[src/rtl/branch_resolve_unit_pkg.sv]
// branch_resolve_unit_pkg: branch funct3 codes and 2-bit BHT counter states
package branch_resolve_unit_pkg;
  localparam logic [2:0] F3_BEQ  = 3'b000;
  localparam logic [2:0] F3_BNE  = 3'b001;
  localparam logic [2:0] F3_BLT  = 3'b100;
  localparam logic [2:0] F3_BGE  = 3'b101;
  localparam logic [2:0] F3_BLTU = 3'b110;
  localparam logic [2:0] F3_BGEU = 3'b111;
  typedef enum logic [1:0] {SNT = 2'b00, WNT = 2'b01, WT = 2'b10, ST = 2'b11} bht_state_t;
  localparam bht_state_t BHT_RESET = WNT;
endpackage

[src/rtl/branch_resolve_unit_bht_2bit.sv]
// bht_2bit: table of 2-bit saturating counters with a lookup port and an update port
module bht_2bit
  import branch_resolve_unit_pkg::*;
#(
  parameter int XLEN      = 32,
  parameter int BHT_DEPTH = 64,
  parameter int PC_LSB    = 2
) (
  input  logic            i_clk,
  input  logic            i_rst_n,
  input  logic [XLEN-1:0] i_lookup_pc,
  output logic            o_lookup_taken,
  input  logic            i_upd_en,
  input  logic [XLEN-1:0] i_upd_pc,
  input  logic            i_upd_taken
);
  localparam int IW = $clog2(BHT_DEPTH);
  bht_state_t ctr [BHT_DEPTH];
  logic [IW-1:0] lidx, uidx;
  bht_state_t cur, nxt;
  assign lidx = IW'(i_lookup_pc >> PC_LSB);
  assign uidx = IW'(i_upd_pc >> PC_LSB);
  // lookup reads the registered table, so a same-cycle update is not yet visible
  assign o_lookup_taken = (ctr[lidx] == WT) || (ctr[lidx] == ST);
  assign cur = ctr[uidx];
  // saturating step toward the resolved direction
  always_comb nxt = i_upd_taken ? ((cur == ST) ? ST : bht_state_t'(cur + 2'd1))
                                : ((cur == SNT) ? SNT : bht_state_t'(cur - 2'd1));
  // counter array: all entries weakly not-taken after reset
  always_ff @(posedge i_clk or negedge i_rst_n)
    if (!i_rst_n) for (int i = 0; i < BHT_DEPTH; i++) ctr[i] <= BHT_RESET;
    else if (i_upd_en) ctr[uidx] <= nxt;
endmodule

[src/rtl/branch_resolve_unit.sv]
// branch_resolve_unit: resolves RV32I branches in EX, registers result, trains BHT, counts mispredicts
module branch_resolve_unit
  import branch_resolve_unit_pkg::*;
#(
  parameter int XLEN      = 32,
  parameter int BHT_DEPTH = 64,
  parameter int PC_LSB    = 2,
  parameter int CNT_W     = 16
) (
  input  logic             i_clk,
  input  logic             i_rst_n,
  input  logic             i_valid,
  input  logic             i_is_branch,
  input  logic             i_stall,
  input  logic             i_flush,
  input  logic [2:0]       i_funct3,
  input  logic [XLEN-1:0]  i_pc,
  input  logic [XLEN-1:0]  i_target,
  input  logic [XLEN-1:0]  i_rs1_data,
  input  logic [XLEN-1:0]  i_rs2_data,
  input  logic             i_pred_taken,
  input  logic [XLEN-1:0]  i_lookup_pc,
  output logic             o_lookup_taken,
  output logic             o_valid,
  output logic             o_taken,
  output logic             o_br_equal,
  output logic             o_br_less,
  output logic             o_mispredict,
  output logic [XLEN-1:0]  o_redirect_pc,
  output logic             o_illegal,
  output logic [CNT_W-1:0] o_mispredict_cnt
);
  logic eq, lt, illegal, taken, en, upd, pred_q;
  assign eq      = i_rs1_data == i_rs2_data;
  assign lt      = i_funct3[1] ? (i_rs1_data < i_rs2_data) : ($signed(i_rs1_data) < $signed(i_rs2_data));
  assign illegal = i_is_branch & (i_funct3[2:1] == 2'b01);
  assign taken   = i_funct3[2] ? (lt ^ i_funct3[0]) : (~i_funct3[1] & (eq ^ i_funct3[0]));
  assign en      = ~i_stall | i_flush;
  assign upd     = i_valid & i_is_branch & ~i_stall & ~i_flush & ~illegal;
  assign o_mispredict = o_valid & ~o_illegal & (o_taken != pred_q);
  bht_2bit #(.XLEN(XLEN), .BHT_DEPTH(BHT_DEPTH), .PC_LSB(PC_LSB)) u_bht (
    .i_clk          (i_clk),
    .i_rst_n        (i_rst_n),
    .i_lookup_pc    (i_lookup_pc),
    .o_lookup_taken (o_lookup_taken),
    .i_upd_en       (upd),
    .i_upd_pc       (i_pc),
    .i_upd_taken    (taken)
  );
  // EX result register; flush overrides stall so a killed instruction never resolves
  always_ff @(posedge i_clk or negedge i_rst_n)
    if (!i_rst_n) begin
      o_valid       <= 1'b0;
      o_taken       <= 1'b0;
      o_br_equal    <= 1'b0;
      o_br_less     <= 1'b0;
      o_illegal     <= 1'b0;
      pred_q        <= 1'b0;
      o_redirect_pc <= '0;
    end else if (en) begin
      o_valid       <= i_valid & i_is_branch & ~i_flush;
      o_taken       <= taken;
      o_br_equal    <= eq;
      o_br_less     <= lt;
      o_illegal     <= illegal;
      pred_q        <= i_pred_taken;
      o_redirect_pc <= taken ? i_target : i_pc + XLEN'(4);
    end
  // saturating mispredict counter
  always_ff @(posedge i_clk or negedge i_rst_n)
    if (!i_rst_n) o_mispredict_cnt <= '0;
    else if (o_mispredict && !(&o_mispredict_cnt)) o_mispredict_cnt <= o_mispredict_cnt + CNT_W'(1);
endmodule
[config.mk]
export PLATFORM = sky130hd
export DESIGN_NAME = branch_resolve_unit
export DESIGN_NICKNAME = d
export VERILOG_FILES = /design/src/rtl/branch_resolve_unit_pkg.sv /design/src/rtl/branch_resolve_unit_bht_2bit.sv /design/src/rtl/branch_resolve_unit.sv
export SDC_FILE = /design/constraint.sdc
export NUM_CORES = 1
export LEC_CHECK = 0
export BUFFER_PORTS_ARGS = -buffer_cell sky130_fd_sc_hd__buf_4
export CORE_MARGIN = 5
export CORE_UTILIZATION = 55
export DETAILED_ROUTE_END_ITERATION = 10
export PLACE_DENSITY = 0.8
export SLEW_MARGIN = 20
export SYNTH_ARGS = -nofsm -noshare
export SYNTH_HDL_FRONTEND = slang
export SYNTH_SLANG_ARGS = --single-unit
[constraint.sdc]
create_clock -name i_clk -period 3.34 [get_ports i_clk]
set_input_delay 0.501 -clock i_clk [delete_from_list [all_inputs] [get_ports i_clk]]
set_output_delay 0.501 -clock i_clk [all_outputs]
set_load 0.01 [all_outputs]
# After elaboration in Yosys (flattened, before gate mapping)
# Cells that the tools add are included.
[word_totals] reg_bits=182 inputBits=170 out_inout_bits=55
[classes] n_addsub=4 magnitude_cmp=5 n_eq_ne=6 mux=15 n_bitwise=19 n_reduce_logical=6
[op_table] op="$bwmux 128" n=1
[op_table] op="$lt 32x32->1" n=2
[op_table] op="$add 32x3->32 const B" n=1
[op_table] op="$eq 32x32->1" n=1
[op_table] op="$mux 32" n=1
[op_table] op="$bmux 2 s6" n=2
[op_table] op="$add 16x1->16 const B" n=1
[op_table] op="$mux 2" n=8
[op_table] op="$reduce_and 16->1" n=1
[op_table] op="$ge 7x7->1 const B" n=2
[op_table] op="$not 6->7" n=2
[op_table] op="$demux 2 s6" n=1
[op_table] op="$and 1x1->1" n=9
[op_table] op="$lt 7x1->1 const B" n=1
[op_table] op="$eq 2x2->1 const B" n=3
[op_table] op="$not 1->1" n=5
[op_table] op="$add 2x1->2 const B" n=1
[op_table] op="$eq 2x1->1 const B" n=1
[op_table] op="$logic_and 1x1->1" n=2
[op_table] op="$logic_not 2->1" n=1
[op_table] op="$mux 1" n=2
[op_table] op="$sub 2x1->2 const B" n=1
[op_table] op="$xor 1x1->1" n=2
[op_table] op="$logic_not 1->1" n=1
[op_table] op="3 further kinds" n=3

# Depth between registers and ports, before layout
[logic_depth] ltp_word=8 depth_mapped=13 depth_no_buf=10

# Hierarchy
# Synthesis repeated with hierarchy kept, for this count alone.
[unflattened] cells_unflattened=1176 hier_area_um2=10841.6
[modules_own_cells] mod="bht_2bit" instances=1 cells_each=682 area_per_inst_um2=6636.4
[modules_own_cells] mod="branch_resolve_unit" instances=1 cells_each=494 area_per_inst_um2=4205.3

# Worst setup path before layout
# Ideal clock, no wire load.
[synth_path] kind="input to output" start="in i_lookup_pc[2]" end="out o_lookup_taken" t_arrival_ns=2.697 path_slack_ns=0.142 stages=5 path_buffers=2 cell_sequence="clkbuf_1 > buf_2 > mux4_2 > mux4_2 > mux4_2"
[synth_via] elab_chain_len=6
[synth_rtl] item="start, declared" line="branch_resolve_unit.sv:22" source="input logic [XLEN-1:0] i_lookup_pc,"
[synth_rtl] item="$not 6->7 (implied by the code) *" line="branch_resolve_unit_bht_2bit.sv:24" source="assign o_lookup_taken = (ctr[lidx] == WT) || (ctr[lidx] == ST);"
[synth_rtl] item="$bmux 2 s6 *" line="branch_resolve_unit_bht_2bit.sv:24"
[synth_rtl] item="$mux 2 (implied by the code) * (2 in a row)" line="branch_resolve_unit_bht_2bit.sv:24"
[synth_rtl] item="$eq 2x2->1" line="branch_resolve_unit_bht_2bit.sv:24"
[synth_rtl] item="$logic_or 1x1->1 *" line="branch_resolve_unit_bht_2bit.sv:24"
[synth_rtl] item="end, declared" line="branch_resolve_unit.sv:23" source="output logic o_lookup_taken,"
# Every way passes the cells marked *; elsewhere a longest branch is shown, timed or not. The select of a mux whose other input is x is not followed.

# Worst setup path after layout
# Same ends and word-level chain as after synthesis.

==> run_results.csv <==
group,metric,value,unit
place,postPlaceCellArea,0.0130,mm2
clocking,htree_num_levels,4,
route,route.antenna.remaining_nets,0,
synth,netlist_top_cells_count,"nor2_1, dfrtp_1, a21oi_1",
die,start_util,55.6,%
run,drv_cap,0,
synth,yosys.area_share.xor_xnor,3.45,%
critical_path,cp.required,2.84,ns
die,die_width,153,um
clocking,clk_latency,0.44,ns
critical_path,worstSetupEndpointType,"output port",
die,core-area,0.0201,mm2
critical_path,worstSetupEndpoint,"o_lookup_taken",
power,clkPwrFrac,35.2,%
synth,synth_top_family_by_area,"compound AO/OA/AOI/OAI gates",
clocking,cts.sinks,182,
layout,drive_gt1_share,33.6,%
hold_path,hp-class,"in -> async",
layout,diodes,0,
sta,fin_setup_tns,0,ns
route,drc,0,
critical_path,critical-path-max-stage-delay,0.56,ns
synth,synthAdderAreaFrac,4.01,%
clocking,cts_tree,"built",
critical_path,worstPathMaxFanout,16,
layout,register_area,0.00463,mm2
route,firstDrtPassIters,7,
synth,ys_seq_elements,182,
clocking,cts-resized-gates,0,
synth,synth_compound_area_share,18.3,%
critical_path,path_cells,"buf_4 -> mux4_2 -> mux4_2 -> mux4_2 -> buf_4",
power,p_sw,1.71,mW
synth,synth-main-ff-cell,"dfrtp_1",
synth,syn_area_per_cell,10.2,um2
critical_path,path_common_cell,"mux4_2",
critical_path,start_kind,"input port",
layout,n_fill_cell,1515,
synth,netlist_area,0.0112,mm2
sta,finalSetupViolCount,0,
synth,synth_mux_area_share,12.2,%
status,status,"finished clean",
global_routing,grt_max_degree,97,
clocking,hold_buffers,0,
critical_path,worstReg2RegEnd,"u_bht.ctr[108]",
sta,finalCritPeriodShare,92.5,%
power,power_frac_comb,21.3,%
die,row_count,52,
sta,slew_viol_final,0,
critical_path,startpoint,"i_lookup_pc[2]",
synth,synthesis.nets,1301,
layout,multiInputGateArea,0.00601,mm2
power,p_sw_share,30.0,%
synth,synth_edf_count,0,
layout,synthToLayoutAreaGrowth,21.6,%
power,p_per_area,418,mW/mm2
global_routing,grt.overflow.total,0,
route,drtIter0Drc,860,
global_routing,grt_pass1_vias,9260,
synth,synth_cell_types,54,
clocking,post-cts-setup-buffers,0,
sta,period_needed,3.09,ns
sta,fin_hold_ws,0.155,ns
sta,slew_headroom,38.6,%
route,viasPerCell,5.92,
global_routing,antenna_found_initial,0,
critical_path,timing.reg2reg.worst_path_depth,9,
critical_path,crit_type,"in -> out",
critical_path,critical_path_arrival,2.59,ns
clocking,cts_root_buffer,"clkbuf_16",
clocking,clockBufferDepth,2,
clocking,cts_buffers,17,
route,routed_wl,31.6,mm
die,fp.dieH,153,um
power,irDropWorstVdd,0.000398,V
layout,nNetsFinal,1500,
clocking,cts.reportedPaths.clkPinSlew,0.07,ns
die,io_pins,225,
power,leakagePower,5.96,nW
synth,async_reset_ff_share,100,%
sta,fin_skew,0.0148,ns
power,p_int,3.98,mW
synth,yosysTopAreaCellShare,26.4,%
layout,final_area,0.0136,mm2
power,seqPwrFrac,43.5,%
place,dp_hpwl,23.3,mm
global_routing,grt_use_total,27.1,%
route,wl_per_cell,20.0,um
synth,yosysWarnings,0,
synth,yosys.area_share.simple,15.6,%
synth,netlist_instances,1097,
place,gp_congestion,0.914,
sta,max_freq,0.324,GHz
critical_path,slowest_stage,"mux4_2",
place,io_buffers,198,
synth,netlist_top_cells_area,"dfrtp_1, dfstp_2, a21oi_4",
critical_path,reg2reg_slack,0.68,ns
synth,yosys.area.top_type,"dfrtp_1",
synth,yosysMostFrequentCell,"nor2_1",
critical_path,timing.rr.start,"u_bht.ctr[81]",
sta,hold_viol_final,0,
layout,final_core_util,67.6,%
global_routing,grt_pass1_wl,50.8,mm
route,vias,9347,
die,die_area,0.0233,mm2
synth,seq_area_frac_synth,41.5,%
sta,worstMarginPinSlew,0.922,ns
sta,rsz0062_at_grt,"false",
-- worst max-delay path: cells and delay by family --
family,cells,cell delay [ns]
buffers and inverters,2,0.48
muxes,3,1.60
-- placed cells by master (no fill, tap or decap), types with 35 or more instances in the layout --
master   netlist  layout
o21ai_0       41      41
nor2_1       224     224
inv_1         44      44
dfstp_2       64      64
dfrtp_1      118     118
buf_4         17     222
a21oi_1       99      99
mux2i_1       49      49
nand2_1       82      82
mux4_2        35      35
a21oi_4       60      60
-- per-layer routing --
metal | track usage [%] | vias to the layer above | wire length [um] | share of wire [%]
met5 | 0 | - | 0 | 0
met4 | 7.81 | 0 | 818 | 2.6
met3 | 5.62 | 65 | 2770 | 8.8
met2 | 43.8 | 470 | 15100 | 48
met1 | 37.4 | 4552 | 12900 | 41
li1 | - | 4260 | - | -
-- cell families after synthesis --
group | Yosys count
adders and majority gates | 36
AOI/OAI and AO/OA | 244
buffers and inverters | 97
and+or+nand+nor | 402
xor gates and xnor gates | 44
DFF | 182
muxes | 92
-- state kept, by name (all words and copies together), names as in the netlist --
name              count
o_br_equal            1
o_br_less             1
o_illegal             1
o_mispredict_cnt     16
o_redirect_pc        32
o_taken               1
o_valid               1
pred_q                1
u_bht.ctr           128
-- layout make-up --
cell class | instances | area share [%]
Multi-Input combinational cell | 818 | 44.2
Clock inverter | 15 | 1.14
Tap cell | 270 | 2.49
Timing Repair Buffer | 232 | 13.7
Sequential cell | 182 | 34.1
Inverter | 45 | 1.24
Clock buffer | 17 | 3.13
-- power by group through the flow --
| stage | Sequential [mW] | Combinational [mW] | Clock, mW |
|---|---|---|---|
| finish | 2.47 | 1.21 | 2.00 |
| global route | 2.49 | 1.30 | 2.13 |
| CTS | 2.47 | 1.21 | 2.03 |
| detailed placement | 2.51 | 1.21 | 0 |
| global placement | 2.50 | 1.18 | 0 |
| floorplan | 2.52 | 0.669 | 0 |
-- stage by stage --
step	setup WS [ns]	instances	power, mW
after floorplan	0.142	1097	3.19
after global placement	0.0608	1547	3.68
after detailed placement	0.0584	1547	3.72
after CTS	0.242	1579	5.71
after global routing	0.169	1579	5.92
final	0.250	1579	5.68
-- how the worst min path moves through the flow --
stage                     start                to  slack (ns)  cells after the start
2_1_floorplan           i_rst_n        o_br_equal        0.21                      0
3_3_place_gp   o_redirect_pc[8]  o_redirect_pc[8]        0.47                      2
3_5_place_dp   o_redirect_pc[8]  o_redirect_pc[8]        0.47                      2
4_1_cts                 i_rst_n     u_bht.ctr[67]        0.21                      1
5_1_grt                 i_rst_n     u_bht.ctr[71]        0.25                      1
6_report                i_rst_n     u_bht.ctr[67]        0.15                      1
Power figures use the tool's default switching activity.
